[config.mk]
export PLATFORM = sky130hd
export DESIGN_NAME = mad_inverse_seq
export DESIGN_NICKNAME = d
export VERILOG_FILES = /design/src/rtl/mad_inverse_seq.sv
export SDC_FILE = /design/constraint.sdc
export NUM_CORES = 1
export LEC_CHECK = 0
export ABC_AREA = 1
export BUFFER_PORTS_ARGS = -buffer_cell sky130_fd_sc_hd__buf_4
export CELL_PAD_IN_SITES_DETAIL_PLACEMENT = 0
export CELL_PAD_IN_SITES_GLOBAL_PLACEMENT = 2
export CORE_AREA = 2 2 109 111
export CTS_CLUSTER_SIZE = 16
export DETAILED_ROUTE_END_ITERATION = 10
export DIE_AREA = 0 0 111 113
export GPL_TIMING_DRIVEN = 0
export PLACE_DENSITY = 0.8
export SYNTH_ARGS = -nofsm -noshare
export SYNTH_HDL_FRONTEND = slang
export SYNTH_SLANG_ARGS = --single-unit
[constraint.sdc]
create_clock -name clk -period 2.05 [get_ports clk]
set_input_delay 0 -clock clk [delete_from_list [all_inputs] [get_ports clk]]
set_output_delay 0 -clock clk [all_outputs]
set_load 0.02 [all_outputs]
[src/rtl/mad_inverse_seq.sv]
// Inverts a multiply-add: given Y = A*B + C with known B and C, recovers
// A = (Y - C) / B and the remainder by bit-serial restoring division.
module mad_inverse_seq (
   input  logic       clk,
   input  logic       rst_n,
   input  logic       start,
   input  logic [7:0] Y,
   input  logic [7:0] B,
   input  logic [7:0] C,
   output logic       busy,
   output logic       done,
   output logic [7:0] Q,
   output logic [7:0] R,
   output logic       div_zero,
   output logic       underflow
);

   typedef enum logic [1:0] {S_IDLE, S_SUB, S_DIV, S_DONE} state_t;

   state_t      state_q, state_d;
   logic [7:0]  y_q, y_d, b_q, b_d, c_q, c_d;
   logic [7:0]  dvd_q, dvd_d;
   logic [8:0]  rem_q, rem_d;
   logic [3:0]  cnt_q, cnt_d;
   logic        uf_q, uf_d;
   logic [7:0]  q_q, q_d, r_q, r_d;
   logic        dz_q, dz_d, ufo_q, ufo_d;

   logic [8:0]  trial;
   logic [8:0]  diff;
   logic        qbit;
   logic [7:0]  d_wrap;

   // Dividend bits shift out MSB-first while quotient bits shift in at the LSB.
   assign trial  = (rem_q << 1) | {8'd0, dvd_q[7]};
   assign diff   = trial - {1'b0, b_q};
   assign qbit   = (trial >= {1'b0, b_q});
   assign d_wrap = y_q - c_q;

   always_comb begin
      state_d = state_q;
      y_d     = y_q;
      b_d     = b_q;
      c_d     = c_q;
      dvd_d   = dvd_q;
      rem_d   = rem_q;
      cnt_d   = cnt_q;
      uf_d    = uf_q;
      q_d     = q_q;
      r_d     = r_q;
      dz_d    = dz_q;
      ufo_d   = ufo_q;
      case (state_q)
         S_IDLE: begin
            if (start) begin
               y_d     = Y;
               b_d     = B;
               c_d     = C;
               state_d = S_SUB;
            end
         end
         S_SUB: begin
            dvd_d = d_wrap;
            uf_d  = (c_q > y_q);
            rem_d = 9'd0;
            cnt_d = 4'd0;
            if (b_q != 8'd0) begin
               state_d = S_DIV;
            end else begin
               q_d     = 8'hFF;
               r_d     = d_wrap;
               dz_d    = 1'b1;
               ufo_d   = (c_q > y_q);
               state_d = S_DONE;
            end
         end
         S_DIV: begin
            rem_d = qbit ? diff : trial;
            dvd_d = {dvd_q[6:0], qbit};
            cnt_d = cnt_q + 4'd1;
            // Results are committed on the edge into DONE so they are valid with done.
            if (cnt_q == 4'd7) begin
               q_d     = {dvd_q[6:0], qbit};
               r_d     = rem_d[7:0];
               dz_d    = 1'b0;
               ufo_d   = uf_q;
               state_d = S_DONE;
            end
         end
         S_DONE: begin
            state_d = S_IDLE;
         end
         default: state_d = S_IDLE;
      endcase
   end

   always_ff @(posedge clk or negedge rst_n) begin
      if (!rst_n) begin
         state_q <= S_IDLE;
         y_q     <= 8'd0;
         b_q     <= 8'd0;
         c_q     <= 8'd0;
         dvd_q   <= 8'd0;
         rem_q   <= 9'd0;
         cnt_q   <= 4'd0;
         uf_q    <= 1'b0;
         q_q     <= 8'd0;
         r_q     <= 8'd0;
         dz_q    <= 1'b0;
         ufo_q   <= 1'b0;
      end else begin
         state_q <= state_d;
         y_q     <= y_d;
         b_q     <= b_d;
         c_q     <= c_d;
         dvd_q   <= dvd_d;
         rem_q   <= rem_d;
         cnt_q   <= cnt_d;
         uf_q    <= uf_d;
         q_q     <= q_d;
         r_q     <= r_d;
         dz_q    <= dz_d;
         ufo_q   <= ufo_d;
      end
   end

   assign busy      = (state_q != S_IDLE);
   assign done      = (state_q == S_DONE);
   assign Q         = q_q;
   assign R         = r_q;
   assign div_zero  = dz_q;
   assign underflow = ufo_q;

endmodule
# Word-level counts from Yosys, hierarchy flattened
# Index checks and enable logic that the tools add are counted.
# word_totals
reg_bits	65
inputBits	27
output_inout_bits	20
elab_cells	52
# op_classes
addsub	3
magnitude_cmp	2
n_eq_ne	7
mux	20
bitwise	1
reduce_logical	7
# op_table
cell	count
case mux 8 bit (2 select lines)	4
2-to-1 mux 8 bit	5
subtractor 8 bit	2
greater-or-equal comparator 9 x 8 -> 1 bit	1
bitwise OR 9 x 1 -> 9 bit	1
> comparator 8 bit	1
case mux 2 bit (4 select lines)	1
case mux 4 bit (2 select lines)	1
nonzero test 8 bit	1
!= test 2 bit, second input constant	3
2-to-1 mux 1 bit	5
adder 4 x 1 -> 4 bit, second input constant	1
equality test 2 bit, second input constant	2
equality test 4 x 3 -> 1 bit, second input constant	1
2-to-1 mux 2 bit	2
case mux 1 bit (2 select lines)	2
AND reduction 2 bit	2
nonzero test 2 bit	2
AND reduction 3 bit	1
equality test 2 x 1 -> 1 bit, second input constant	1
zero test 2 bit	1

# Logic depth before layout (Yosys ltp)
# depth
ltp_word	5
depth_mapped	14
mapped_depth_nobuf	14

# Least setup slack after synthesis
# No wires, ideal clock.
# synth_timing
path_type	register to register
from	register dvd_q[7]
to	register r_q[4] (netlist: R[4])
setup_ns	0.113
t_arrival_ns	1.562
t_required_ns	1.937
slack_ns	0.375
stages_incl_launch_ff	12
n_path_buf	0
period_less_slack_ns	1.675
path_cell_list	dfrtp_1 -> inv_1 -> ha_1 -> inv_1 -> fa_1 -> nand3_1 -> nand3_1 -> xor2_1 -> nand3_1 -> nand3_1 -> nand2_1 -> inv_1
# synth_via
elab_chain_len	5
word_cells_on_any_way	6
classes_between	add/sub: 1; order compare: 1; mux: 3; bitwise: 1
# synth_lines
item	line	source
start, declared	22	logic [7:0] dvd_q, dvd_d;
start signal, assigned	116	dvd_q <= dvd_d;
bitwise OR 9 x 1 -> 9 bit (*)	35	assign trial = (rem_q << 1) | {8'd0, dvd_q[7]};
subtractor 8 bit or greater-or-equal comparator 9 x 8 -> 1 bit (tied branches)	36, 37	
2-to-1 mux 8 bit (*)	78	rem_d = qbit ? diff : trial;
2-to-1 mux 8 bit (*)	82	if (cnt_q == 4'd7) begin
case mux 8 bit (2 select lines) (*)	53	case (state_q)
end signal, assigned	121	r_q <= r_d;
end, declared	26	logic [7:0] q_q, q_d, r_q, r_d;
# Every way passes the cells marked *; elsewhere a longest branch is shown, timed or not. The select of a mux whose other input is x is not followed.
# A chain may end at the register's enable or synchronous reset.

# Final worst setup path
# layout_timing
from	register b_q[2]
to	register r_q[7] (netlist: R[7])
# layout_via
elab_chain_len	4
word_cells_on_any_way	8
classes_between	add/sub: 1; order compare: 1; eq/ne: 1; mux: 3; reduce/logical: 2
# layout_lines
item	line	source
start, declared	21	logic [7:0] y_q, y_d, b_q, b_d, c_q, c_d;
start signal, assigned	101	b_q <= 8'd0;
start signal, assigned	114	b_q <= b_d;
subtractor 8 bit or greater-or-equal comparator 9 x 8 -> 1 bit (tied branches)	36, 37	
2-to-1 mux 8 bit	78	
2-to-1 mux 8 bit	82	
case mux 8 bit (2 select lines)	53	
# Parallel ways exist; a longest one is shown, timed or not. The select of a mux whose other input is x is not followed.

==> flow_metrics.env <==
export IMPL_slowest_delay_ns=0.35
export IMPL_crit_slowest_cell="dfrtp_1"
export IMPL_path_buf_inv=1
export IMPL_max_freq_ghz=0.5266
export IMPL_max_slew_margin_pct=42.72
export IMPL_vias_per_cell=4.661
export IMPL_clockBufferDepth=2
export IMPL_layout_min_cycle_time_ns=1.899
export IMPL_syn_area_um2=3812
export IMPL_synth_compound_area_share_pct=9.386
export IMPL_syn_avg_cell_area_um2=7.992
export IMPL_p_leak_nw=2.557
export IMPL_drtPass1Iterations=4
export IMPL_hpwl_um=7219
export IMPL_cts_setup_buffers=0
export IMPL_cts_tree="done"
export IMPL_maxCapViolCount=0
export IMPL_cpMostUsedCell="nand2_1"
export IMPL_vias=3300
export IMPL_reg2reg_from="b_q[2]"
export IMPL_die_height_um=113
export IMPL_grt_max_degree=66
export IMPL_synth_distinct_cells=34
export IMPL_wl_met2_um=4389
export IMPL_numCtsBuffers=9
export IMPL_hold_viol=0
export IMPL_end_kind="register"
export IMPL_ys_seq_elements=65
export IMPL_io_buffers=46
export IMPL_outcome="finished clean"
export IMPL_crit_type="register to register"
export IMPL_final_area_um2=4942
export IMPL_ios=47
export IMPL_final_max_slew_viol_count=0
export IMPL_synthXorXnorAreaFrac_pct=1.149
export IMPL_startpoint="b_q[2]"
export IMPL_cp_data_required_time_ns=2.27
export IMPL_drt_wl_total_um=9766
export IMPL_yosysSeqAreaShare_pct=42.66
export IMPL_p_total_mw=8.141
export IMPL_start_util_pct=33.82
export IMPL_synth_edff_count=0
export IMPL_routedWlPerCell_um=13.79
export IMPL_drc_errors=0
export IMPL_dr_max_layer_used="met4"
export IMPL_worstPathMaxFanout=6
export IMPL_tightest_slew_ns=0.8593
export IMPL_syn2layout_area_growth_pct=29.64
export IMPL_synthArstFlopShare_pct=100.0
export IMPL_instances_no_fill=708
export IMPL_antenna_cells=0
export IMPL_rows=39
export IMPL_clock_skew_ns=0.006373
export IMPL_setup_viol=0
export IMPL_die_area_um2=12540
export IMPL_max_vdd_ir_drop_uv=574.0
export IMPL_grt_overflow_total=0
export IMPL_first_global_vias=3335
export IMPL_placed_cell_area_um2=4337
export IMPL_critPathTopFamily="simple AND/OR/NAND/NOR gates"
export IMPL_synthFlopType="dfrtp_1"
export IMPL_synth_simple_gate_area_share_pct=27.17
export IMPL_clkTransAtPathRegs_ns=0.06
export IMPL_critPathArrivalTime_ns=2.12
export IMPL_finalCritPeriodShare_pct=92.64
export IMPL_track_usage_pct=16.37
export IMPL_gp_congestion=0.8034
export IMPL_syn_inst=477
export IMPL_met1_length_um=4793
export IMPL_drt_iter0_drc=136
export IMPL_min_from="start"
export IMPL_grt_pass1_wl_um=16300
export IMPL_yosysWarnings=0
export IMPL_power_density_nw_per_um2=1647
export IMPL_cts_root_buf="clkbuf_16"
export IMPL_clock_sinks=65
export IMPL_cp_cell_sequence="inv_1, ha_2, nand2_1, nand2_1, nand2_1, nand2_1, nand2_2, nand4_4, nand3_1, nand2_1, nor2_2, nor2_1"
export IMPL_antenna_found_initial=0
export IMPL_worstSetupStartpointType="register"
export IMPL_finalNetCount=611
export IMPL_synth_top_family_by_area="simple AND/OR/NAND/NOR gates"
export IMPL_synthAdderAreaFrac_pct=8.270
export IMPL_syn_num_nets=528
export IMPL_placed_cells=666
export IMPL_wl_met3_um=412
export IMPL_synth_mux_area_share_pct=2.954
export IMPL_layout_drive_gt1_share_pct=22.12
export IMPL_utilization_pct=43.85
export IMPL_ant_nets=0
export IMPL_timing_hold_worst_class="input port to register"
export IMPL_cts_htree_levels=3
export IMPL_die_x_um=111
export IMPL_clock_latency_ns=0.33
export IMPL_core_area_um2=11270
[state kept, by name, summed over array words and instances (netlist names), 2 cells and up]
| signal | cells |
|---|---|
| Q | 8 |
| cnt_q | 4 |
| c_q | 8 |
| y_q | 8 |
| rem_q | 8 |
| R | 8 |
| b_q | 8 |
| state_q | 2 |
| dvd_q | 8 |
[worst paths after layout]
path                         endpoint  slack [ns]  cells after the start
max in group asynchronous  state_q[1]        1.13                      2
min reg2reg                      Q[2]        0.48                      2
max                              R[7]        0.15                     12
min                        state_q[1]        0.11                      4
min in group asynchronous      c_q[2]        0.33                      2
max reg2reg                      R[7]        0.15                     12
[worst register-to-register path, cell delays in order (launching register included)]
cell and delay (ns):
dfrtp_1 0.35, inv_1 0.12, ha_2 0.33, nand2_1 0.07, nand2_1 0.06, nand2_1 0.12, nand2_1 0.08, nand2_2 0.12
nand4_4 0.15, nand3_1 0.13, nand2_1 0.11, nor2_2 0.11, nor2_1 0.04
[layer usage]
metal | track usage, % | up-vias
met4 | 6.333 | 0
li1 | - | 1706
met2 | 25.81 | 68
met1 | 22.76 | 1513
met5 | 0 | -
met3 | 2.625 | 13
[metrics by stage]
step | hold WS [ns] | setup slack (ns) | setup TNS, ns
after floorplan | -0.2956 | 0.3748 | 0
after global placement | 0.1656 | 0.02424 | 0
after detailed placement | 0.1776 | 0.009922 | 0
after CTS | 0.1100 | 0.05779 | 0
after global routing | 0.1854 | -0.003618 | -0.006006
final | 0.1146 | 0.1509 | 0
[report_power, final]
part           leakage [nW]  total, mW  internal, mW  switching [mW]
clock network         0.146       1.51         0.935           0.579
logic                  1.65       4.45          1.70            2.75
registers             0.766       2.18          1.86           0.317
[synthesized netlist by cell type (2+ instances only)]
master | n | area, um2
inv_2 | 3 | 11.26
nor2_1 | 49 | 183.9
buf_2 | 7 | 35.03
inv_1 | 60 | 225.2
o21ai_2 | 7 | 61.31
or2_2 | 7 | 43.79
dfrtp_1 | 65 | 1627
nand2_1 | 112 | 420.4
clkbuf_1 | 6 | 22.52
fa_1 | 2 | 40.04
nand2_2 | 5 | 31.28
nand3_2 | 3 | 30.03
nand4_1 | 13 | 81.33
nor2_2 | 4 | 25.02
o21ai_0 | 12 | 60.06
mux2_2 | 10 | 112.6
ha_1 | 22 | 275.3
nand3_1 | 35 | 175.2
a31oi_1 | 2 | 12.51
a21oi_1 | 35 | 175.2
xor2_1 | 4 | 35.03
buf_4 | 2 | 15.01
[cell type report]
type	count	area, um2
Buffer	16	83.83
Tap cell	143	178.9
Timing Repair Buffer	71	595.6
Inverter	63	236.5
Fill cell	1140	6330
Sequential cell	65	1628
Clock inverter	6	58.81
Multi-Input combinational cell	334	1932
Clock buffer	10	229.0
[layout by cell type, fill, tap and decap left out, types with 6 or more instances in the layout]
cell type,synthesis,final
or2_2,7,7
nand2_2,5,6
dfrtp_1,65,64
o21ai_0,12,12
inv_1,60,59
clkbuf_16,0,9
nand3_1,35,35
a21oi_1,35,34
clkbuf_1,6,6
nand2_1,112,111
nand4_1,13,13
buf_2,7,7
o21ai_2,7,7
dlygate4sd3_1,0,25
nor2_1,49,47
ha_1,22,17
mux2_2,10,10
buf_4,2,48
[cell families after synthesis]
group	after synthesis
AO/OA/AOI/OAI	63
XOR/XNOR	5
adder cells (fa/ha/maj)	24
buffers and inverters	79
flip-flops	65
multiplexers	10
AND/OR/NAND/NOR	231
[repair_timing]
| item | 4_1_cts | 5_1_grt |
|---|---|---|
| endpoints found under the hold margin | 89 | 0 |
| pin swaps | 0 | 2 |
| hold buffers | 25 | 0 |
| cloned | 0 | 1 |
| setup endpoints to repair | 4 | 11 |
| resized for setup | 1 | 16 |
(Power assumes the default switching activity.)
